**src/rtl/fifo_uart_tx.sv**
```systemverilog
// fifo_uart_tx: drains a byte FIFO and sends each byte as an 8N1 UART frame.
// One byte is in flight at most; the FIFO is only popped from IDLE.
module fifo_uart_tx #(
  parameter int CLKS_PER_BIT = 16
) (
  input  logic       i_clk,
  input  logic       i_reset,
  input  logic       i_fifo_empty,
  input  logic [7:0] i_data_in,
  output logic       o_read_enable,
  output logic       o_tx,
  output logic       o_busy,
  output logic       o_tx_done
);

  localparam int CW = (CLKS_PER_BIT > 1) ? $clog2(CLKS_PER_BIT) : 1;
  localparam logic [CW-1:0] LAST_COUNT     = CW'(CLKS_PER_BIT - 1);
  localparam logic [CW-1:0] PRE_LAST_COUNT = CW'(CLKS_PER_BIT - 2);

  typedef enum logic [2:0] {
    IDLE,
    POP,
    LATCH,
    START,
    DATA,
    STOP
  } state_t;

  state_t          r_state;
  logic [CW-1:0]   r_baudCount;
  logic [2:0]      r_bitIdx;
  logic [7:0]      r_shift;
  logic            r_readEnable;
  logic            r_tx;
  logic            r_busy;
  logic            r_txDone;

  assign o_read_enable = r_readEnable;
  assign o_tx          = r_tx;
  assign o_busy        = r_busy;
  assign o_tx_done     = r_txDone;

  // Frame sequencer; every output is set for the state being entered so
  // that outputs line up with the state register without any input path.
  always_ff @(posedge i_clk) begin
    if (i_reset) begin
      r_state      <= IDLE;
      r_baudCount  <= '0;
      r_bitIdx     <= '0;
      r_shift      <= '0;
      r_readEnable <= 1'b0;
      r_tx         <= 1'b1;
      r_busy       <= 1'b0;
      r_txDone     <= 1'b0;
    end else begin
      r_readEnable <= 1'b0;
      r_txDone     <= 1'b0;
      case (r_state)
        IDLE: begin
          r_baudCount <= '0;
          if (!i_fifo_empty) begin
            r_state      <= POP;
            r_readEnable <= 1'b1;
            r_busy       <= 1'b1;
          end
        end
        POP: begin
          r_state     <= LATCH;
          r_baudCount <= '0;
        end
        LATCH: begin
          r_shift     <= i_data_in;
          r_state     <= START;
          r_tx        <= 1'b0;
          r_baudCount <= '0;
        end
        START: begin
          if (r_baudCount == LAST_COUNT) begin
            r_state     <= DATA;
            r_baudCount <= '0;
            r_bitIdx    <= '0;
            r_tx        <= r_shift[0];
          end else begin
            r_baudCount <= r_baudCount + CW'(1);
          end
        end
        DATA: begin
          if (r_baudCount == LAST_COUNT) begin
            r_baudCount <= '0;
            r_shift     <= {1'b0, r_shift[7:1]};
            if (r_bitIdx == 3'd7) begin
              r_state <= STOP;
              r_tx    <= 1'b1;
            end else begin
              r_bitIdx <= r_bitIdx + 3'd1;
              r_tx     <= r_shift[1];
            end
          end else begin
            r_baudCount <= r_baudCount + CW'(1);
          end
        end
        STOP: begin
          if (r_baudCount == LAST_COUNT) begin
            r_state     <= IDLE;
            r_baudCount <= '0;
            r_busy      <= 1'b0;
          end else begin
            r_baudCount <= r_baudCount + CW'(1);
            if (r_baudCount == PRE_LAST_COUNT) begin
              r_txDone <= 1'b1;
            end
          end
        end
        default: begin
          r_state     <= IDLE;
          r_baudCount <= '0;
          r_tx        <= 1'b1;
          r_busy      <= 1'b0;
        end
      endcase
    end
  end

endmodule

```
**config.mk**
```make
export PLATFORM = sky130hd
export DESIGN_NAME = fifo_uart_tx
export DESIGN_NICKNAME = d
export VERILOG_FILES = /design/src/rtl/fifo_uart_tx.sv
export SDC_FILE = /design/constraint.sdc
export NUM_CORES = 1
export LEC_CHECK = 0
export CAP_MARGIN = 20
export CORE_MARGIN = 1.5
export CORE_UTILIZATION = 28
export CTS_BUF_LIST = sky130_fd_sc_hd__clkbuf_4 sky130_fd_sc_hd__clkbuf_8
export DETAILED_ROUTE_END_ITERATION = 7
export SETUP_SLACK_MARGIN = 0.2
export SLEW_MARGIN = 20
export SYNTH_ARGS = -nofsm -noshare
export SYNTH_HDL_FRONTEND = slang
export SYNTH_SLANG_ARGS = --single-unit
```
**constraint.sdc**
```tcl
create_clock -name i_clk -period 2.1 [get_ports i_clk]
set_input_delay 0.315 -clock i_clk [delete_from_list [all_inputs] [get_ports i_clk]]
set_output_delay 0.315 -clock i_clk [all_outputs]
set_load 0.1 [all_outputs]
```
==> out/metrics.cfg <==
[run_status]
outcome=complete, no violations

[placed_design]
dp_slack_ps=246
routability_congestion=0.786
place_hpwl_um=1560
port-buffer-count=14

[yosys]
cell_area_synth_um2=1090
synth-seq-cells=22
post_synth_num_cell_types=37
synthesis.area_per_instance_um2=9.28
yosysWarnings=0
yosysSeqAreaShare_pct=40.2
synth_fp_nets=133
syn-instance-count=118

[die]
initial_utilization_pct=29.5
dieArea_um2=4290
io_pins=15
die_height_um=65.5
core_um2=3720
chipWidth_um=65.5
core.rowCount=22

[route]
final_antenna_violating_net_count=0
drt_first_iter_violations=59
drt-wirelength-per-cell_um=12.3
via_per_inst=4.95
vias=877
drtPass1Iterations=5
post-route-drc-count=0
totalWireLength_um=2180

[setup_path]
worst_path_max_delay_cell=nor3b_4
max_incr_delay_on_cp_ps=520
timing.critical_path.arrival_ps=1910
worst-path-max-fanout=12
critical_path.n_buffers_inverters=0
top_cell_family_by_delay_on_the_critical_path=simple AND/OR/NAND/NOR gates
worstSetupEndpointType=register
path_class=reg -> reg
rr_startpoint=r_state[2]
critical_path.cell_chain=nor3b_4 > mux2i_1 > or3_1 > a21oi_1
timing.reg2reg.worst_path_depth=4
cp_data_required_time_ps=2300
setup.reg_to_reg.worst_slack_ps=390
reg2reg_to=r_shift[3]
critical_path.startpoint_type=register

[clock_tree]
clock_transition_time_at_the_flip_flop_clock_pins_of_the_worst_setup_and_hold_paths_ps=70
longest_clk_path_bufs=2
cts_tree=done
clock_sinks=22
h_tree_level_count=1
cts_root_buf=clkbuf_8
cts_made_buffers=3
worst_skew_pair_later_pin_latency_ps=260

[sta]
final-setup-viol-count=0
timing.final.hold_violations=0
report.final.slew_viol_count=0
finalWorstPathRequiredPeriod_ps=1710
slew_headroom_pct=66.1
achievable-frequency_mhz=584
finalWorstSetupSlack_ps=387
totalNegativeSetupSlack_ps=0
unrepaired_setup_endpoints_after_global_routing=false
fin_worst_hold_slack_ps=470
tightestPinTransition_ps=509
final.setup_skew_ps=1.99
min_period_over_period_pct=81.6

[hold_path]
hold_path.class=reg -> reg
hold_path_depth=1
min_from=r_baudCount[0]
min_to=r_baudCount[0]

[power_and_ir_drop]
total_leakage_power_uw=0.000447
power.density_nw_per_um2=640
max_rail_drop_vdd_mv=0.319
post-layout-total-power_uw=833

[layout]
area_added_between_synthesis_and_finish_pct=18.7
finalNetCount=146
mostFrequentLayoutCells=22 x dfxtp_1, 11 x nor2_1, 10 x a21oi_1, 10 x o21ai_0, 10 x clkdlybuf4s50_1
share_of_final_layout_standard_cells_stronger_than_drive_strength_1_pct=14.7
num_antenna_cells=0
multi_input_area_um2=594
util_after_layout_pct=35.0
final_common_cell=dfxtp_1
layout.filler_cells=404
register_area_um2=440

[global_routing]
grt_first_pass_wirelength_um=3800
first_global_vias=854
grt_usage_pct=11.4
number_of_antenna_violations_at_the_first_check_in_global_routing=0
grt_start_max_net_pins=23
grt_overflow=0

[job]
timing.max_cap.violations=0

[cell families (layout without fill, tap and decap cells)]
group	count (synthesis)	count (layout)	synth area share, %
DFF	22	22	40.2
and+or+nand+nor	38	38	21.4
xor gates and xnor gates	2	2	1.60
muxes	9	9	8.23
AOI/OAI and AO/OA	31	31	17.4
adders and majority gates	4	4	4.57
buffers and inverters	12	23	6.63
[registers in the layout (all words and copies together) (netlist names)]
name / flops
r_baudCount: 4
o_read_enable: 1
r_state: 3
o_tx_done: 1
o_tx: 1
r_shift: 8
r_bitIdx: 3
o_busy: 1
[layout make-up]
cell class,count,share of cell area [%]
well taps,48,4.62
clock buffers,3,3.18
multi-input cells,84,45.7
inverters,3,0.866
flip-flops and latches,22,33.9
repair buffers,17,11.7
[worst register-to-register path, cell delays in order, from the launching register on]
cell	delay (ps)
dfxtp_1	500
nor3b_4	520
mux2i_1	170
or3_1	320
a21oi_1	140
[worst max path at each step]
stage | cells past startpoint | startpoint | slack (ps) | to
final | 4 | r_state[2] | 390 | r_shift[3]
after global routing | 4 | r_state[2] | 290 | r_shift[3]
after CTS | 4 | r_state[2] | 200 | r_shift[3]
after detailed placement | 4 | r_state[2] | 250 | r_shift[3]
after global placement | 4 | r_state[2] | 290 | r_shift[3]
after floorplan | 6 | r_bitIdx[0] | 550 | r_bitIdx[1]
[power by group]
| group | internal [uW] | leakage (uW) | total [uW] | switching, uW |
|---|---|---|---|---|
| sequential | 434 | 0.000179 | 446 | 12.2 |
| combinational | 52.3 | 0.000247 | 131 | 78.4 |
| clock | 128 | 0.0000216 | 256 | 128 |
| total | 614 | 0.000447 | 833 | 219 |
[per-stage QoR]
step | instance area [um2] | std cells
after CTS | 1290 | 177
after global placement | 1250 | 174
after floorplan | 1090 | 118
after global routing | 1300 | 177
after detailed placement | 1250 | 174
final | 1300 | 177
[synth_stat cells]
| cell type | count | area, um2 |
|---|---|---|
| and3_4 | 1 | 11.3 |
| inv_1 | 3 | 11.3 |
| or2b_1 | 1 | 7.51 |
| nor4b_1 | 2 | 17.5 |
| a31o_2 | 1 | 8.76 |
| xnor2_1 | 1 | 8.76 |
| a211oi_1 | 1 | 7.51 |
| o22a_2 | 1 | 10.0 |
| nand3b_1 | 1 | 7.51 |
| buf_6 | 3 | 33.8 |
| buf_4 | 1 | 7.51 |
| o21ai_0 | 10 | 50.1 |
| mux2i_1 | 9 | 90.1 |
| or3_1 | 7 | 43.8 |
| nor3_1 | 1 | 5.00 |
| dfxtp_1 | 22 | 440 |
| a41oi_1 | 1 | 8.76 |
| and2_1 | 1 | 6.26 |
| a31oi_1 | 1 | 6.26 |
| and2b_2 | 2 | 17.5 |
| nor3b_2 | 1 | 12.5 |
| nor2_1 | 11 | 41.3 |
| and4_1 | 2 | 17.5 |
| xor2_1 | 1 | 8.76 |
| a2111oi_0 | 1 | 8.76 |
| and3b_2 | 1 | 10.0 |
| a21oi_2 | 1 | 8.76 |
| a211o_1 | 1 | 8.76 |
| a22oi_1 | 3 | 22.5 |
| a21oi_1 | 10 | 50.1 |
| nand3_1 | 1 | 5.00 |
| nor4bb_1 | 1 | 10.0 |
| clkbuf_1 | 4 | 15.0 |
| nand4_1 | 1 | 6.26 |
| ha_1 | 4 | 50.1 |
| nand2_1 | 4 | 15.0 |
| buf_2 | 1 | 5.00 |
[routing by layer]
metal	GRT usage (%)	routed length, um	up-vias
li1	-	-	450
met1	14.9	1030	400
met2	17.1	976	25
met3	4.28	158	2
met4	4.17	14	0
met5	0	0	-
[what timing repair did]
| item | CTS | global route |
|---|---|---|
| hold buffers | 0 | 0 |
| setup buffers | 0 | 0 |
| resized for setup | 0 | 2 |
| endpoints found under the setup margin | 0 | 10 |
(Power assumes the default switching activity.)
==> RTL edit 1, RTL diff (same flow settings) <==
Change the parameter `CLKS_PER_BIT` from 16 to 8.
--- a/src/rtl/fifo_uart_tx.sv
+++ b/src/rtl/fifo_uart_tx.sv
@@ -2,5 +2,5 @@
 // One byte is in flight at most; the FIFO is only popped from IDLE.
 module fifo_uart_tx #(
-  parameter int CLKS_PER_BIT = 16
+  parameter int CLKS_PER_BIT = 8
 ) (
   input  logic       i_clk,
Behaviour: same outputs for any inputs over 10 cycles, from zero or initial values and one cycle with i_reset high; that may be too few to reach the edited logic, so the function may still have changed.
==> RTL edit 1 against the unedited design <==
Count of clock-buffer cells in the layout stayed put. Sequential share of layout area increased by 0.37 points. Maximum frequency decreased by 1.1%. Cell count is the same. Clock power decreased by 25%. Design area fell by 5.3%. Sequential cell count decreased by 1. Power shrank 5.2%. Setup slack worse by 19 ps. Synthesized area fell by 6.2%. Routed wire length decreased by 4.7%.
==> RTL edit 1: results (changes against the unedited design) <==
* Dpl cells at 173 (-0.57%)
* Synth Area in Compound Gates at 22.5% (+5.2 points)
* First-pass GRT wire length at 3740 um (-1.5%)
* Largest net degree at the start of global routing at 19 (-17%)
* Worst-path clk slew at 120 ps (+50 ps)
* Flop2flop setup slack at 370 ps (-20 ps)
* Routed wire length at 2070 um (-4.7%)
* Final hold slack at 457 ps (-13.6 ps)
* Slowest Stage Delay on Critical Path at 350 ps (-170 ps)
* CP arrival at 1990 ps (+80 ps)
* Fin Clk Skew at 10.0 ps (+8.06 ps)
* FF-to-FF Start: r_bitIdx[0]
* Synthesis-to-finish area growth at 19.9%
* Initial DRC count at 105 (+78%)
* Area post-placement at 1190 um2 (-4.8%)
* Syn Area/Cell at 8.63 um2 (-7.0%)
* Sequential fraction of the synthesis area at 40.9% (+0.70 points)
* Mapped Nets at 135 (+1.5%)
* Critical-path maximum fanout at 4 (-8)
* GP Congestion at 0.816 (+3.9%)
* Detailed Place HPWL at 1570 um (+0.44%)
* Vias in the first global route at 860 (+0.70%)
* DR pass1 iterations at 4 (-1)
* GRT Total Usage at 11.6% (+0.16 points)
* Net count, final at 148 (+1.4%)
* Post-Place Worst Slack at 323 ps (+77.1 ps)
* H-Tree Depth at 1 (unchanged)
* Routed vias/inst at 5.07 (+2.3%)
* CP endpoint: r_bitIdx[0]
* Post-route setup slack at 368 ps (-19.3 ps)
* Layout cells sized above 1 at 14.5% (-0.22 points)
* CP Launch Point: r_bitIdx[0]
* LEAKAGE at 0.450 nW (+0.65%)
* Largest cells by area after synthesis: dfxtp_1 (41%), nand2_1 (6.6%), ha_1 (6.1%)
* Status: finished clean
* Fillers at 374 (-7.4%)
* Worst reg2reg path depth at 6 (+2)
* Max stage delay cell, worst path: or3_1
* Worst-Margin Slew at 568 ps (+58.9 ps)
* Mux cell area share after synthesis at 1.10% (-7.1 points)
* Post-Synth XOR/XNOR Area at 0% (-1.6 points)
-- RTL edit 1: worst max-delay path, delay by kind of cell (launching register included) --
family / cells / cell delay [ps]
and+or+nand+nor: 2 / 640
adders and majority gates: 2 / 430
AOI/OAI and AO/OA: 2 / 270
DFF: 1 / 340
-- RTL edit 1: area by class of cell --
cell class | instances | area share, %
well taps | 46 | 4.67
repair buffers | 17 | 12.4
clock inverters | 1 | 0.407
flip-flops and latches | 21 | 34.2
inverters | 6 | 1.83
multi-input cells | 83 | 44.6
clock buffers | 3 | 1.83
-- RTL edit 1: per-layer routing --
layer | track usage (%) | up-vias | part of all wire [%]
li1 | - | 454 | -
met1 | 15.4 | 421 | 49
met2 | 18.3 | 18 | 46
met3 | 2.14 | 4 | 3.3
met4 | 4.62 | 0 | 1.4
met5 | 0 | - | 0
-- RTL edit 1: power by group --
group / internal (mW) / switching [mW] / leakage, nW
Sequential: 0.423 / 0.0302 / 0.172
Combinational: 0.0583 / 0.0840 / 0.261
Clock: 0.0710 / 0.122 / 0.0177
==> RTL edit 2, RTL diff (config.mk and constraints unchanged) <==
Made on the original files. Make the reset (`i_reset`) asynchronous in one clocked block.
--- a/src/rtl/fifo_uart_tx.sv
+++ b/src/rtl/fifo_uart_tx.sv
@@ -43,5 +43,5 @@
   // Frame sequencer; every output is set for the state being entered so
   // that outputs line up with the state register without any input path.
-  always_ff @(posedge i_clk) begin
+  always_ff @(posedge i_clk or posedge i_reset) begin
     if (i_reset) begin
       r_state      <= IDLE;
Behaviour: differs if i_reset is asserted again (counterexample within 4 cycles, from zero or initial values and one cycle with i_reset high); with i_reset held inactive, the same outputs for 10 cycles.
==> RTL edit 2 against the unedited design <==
Die area grew 7.1%. First-iteration DRC count is 31% lower. Synthesized area increased by 7.4%. Sequential share of layout area rose by 3.5 points. Sequential cell count unchanged. Routed wire length up 5.8%. Non-clock buffer count increased by 5. Setup slack worse by 170 ps. Count of clock-buffer cells in the layout is 1 higher. Design area increased by 14%. Synthesized cell count decreased by 12%.
Power is not compared: it rests on default switching activity, and its combinational part moved more than twofold at a synthesized area within 25%.
==> RTL edit 2: results (changes against the unedited design) <==
* FF/Latch Area at 552 um2 (+25%)
* Fin Clk Skew at 9.60 ps (+7.62 ps)
* Post-CTS setup buffer count at 3 (+3)
* Syn Area/Cell at 11.3 um2 (+22%)
* Avg WL per Cell at 13.2 um (+7.6%)
* Critical-path maximum fanout at 3 (-9)
* Fraction of area in clock buffers and inverters at 3.31% (+0.13 points)
* GP Congestion at 0.793 (+0.94%)
* Initial DRC count at 41 (-31%)
* First-pass GRT wire length at 3770 um (-0.55%)
* FF-to-FF Start: r_bitIdx[0]
* Inverters at 8 (+5)
* Post-CTS resize count at 3 (+3)
* Non-clock buffers at 22 (+5)
* Synth Area in Compound Gates at 10.2% (-7.2 points)
* Design area at 1480 um2 (+14%)
* Worst hold path class: in -> async
* Post-Place Worst Slack at 133 ps (-113 ps)
* Synth Area in Adders at 4.26% (-0.32 points)
* Slew HR at 69.4% (+3.3 points)
* Layout cells sized above 1 at 33.1% (+18 points)
* Net count, final at 140 (-4.1%)
* Routed wire length at 2300 um (+5.8%)
* GRT Total Usage at 11.1% (-0.28 points)
* Mapped Nets at 119 (-11%)
* Max stage delay cell, worst path: or4b_4
* Async set-reset flop share out of synthesis at 100% (+100 points)
* Mux cell area share after synthesis at 17.9% (+9.6 points)
* Sequential fraction of the synthesis area at 46.9% (+6.7 points)
* Dpl cells at 165 (-5.2%)
* Slowest Stage Delay on Critical Path at 500 ps (-20 ps)
* Status: finished clean
* Vias in the first global route at 780 (-8.7%)
* Largest cells by area after synthesis: dfrtp_1 (45%), mux2_2 (14%), ha_1 (4.3%)
==> RTL edit 2: worst paths after layout <==
| kind | cells past startpoint | end | slack, ps |
|---|---|---|---|
| min reg2reg | 1 | r_shift[2] | 510 |
| max reg2reg | 5 | r_bitIdx[0] | 210 |
| min | 3 | r_baudCount[0] | 380 |
| max in group asynchronous | 3 | o_tx | 1440 |
| min in group i_clk | 1 | r_shift[2] | 510 |
| max | 5 | r_bitIdx[0] | 210 |
==> RTL edit 2: layer usage <==
| metal | track usage, % | up-vias | wire length, um |
|---|---|---|---|
| met3 | 4.28 | 2 | 151 |
| met1 | 13.9 | 413 | 995 |
| met4 | 2.25 | 0 | 8 |
| met5 | 0 | - | 0 |
| li1 | - | 408 | - |
| met2 | 18.4 | 24 | 1150 |
==> RTL edit 2: power by group <==
group	internal (mW)	switching [mW]
registers	0.581	0.159
clock network	0.148	0.131
logic	0.300	0.364
total	1.03	0.654
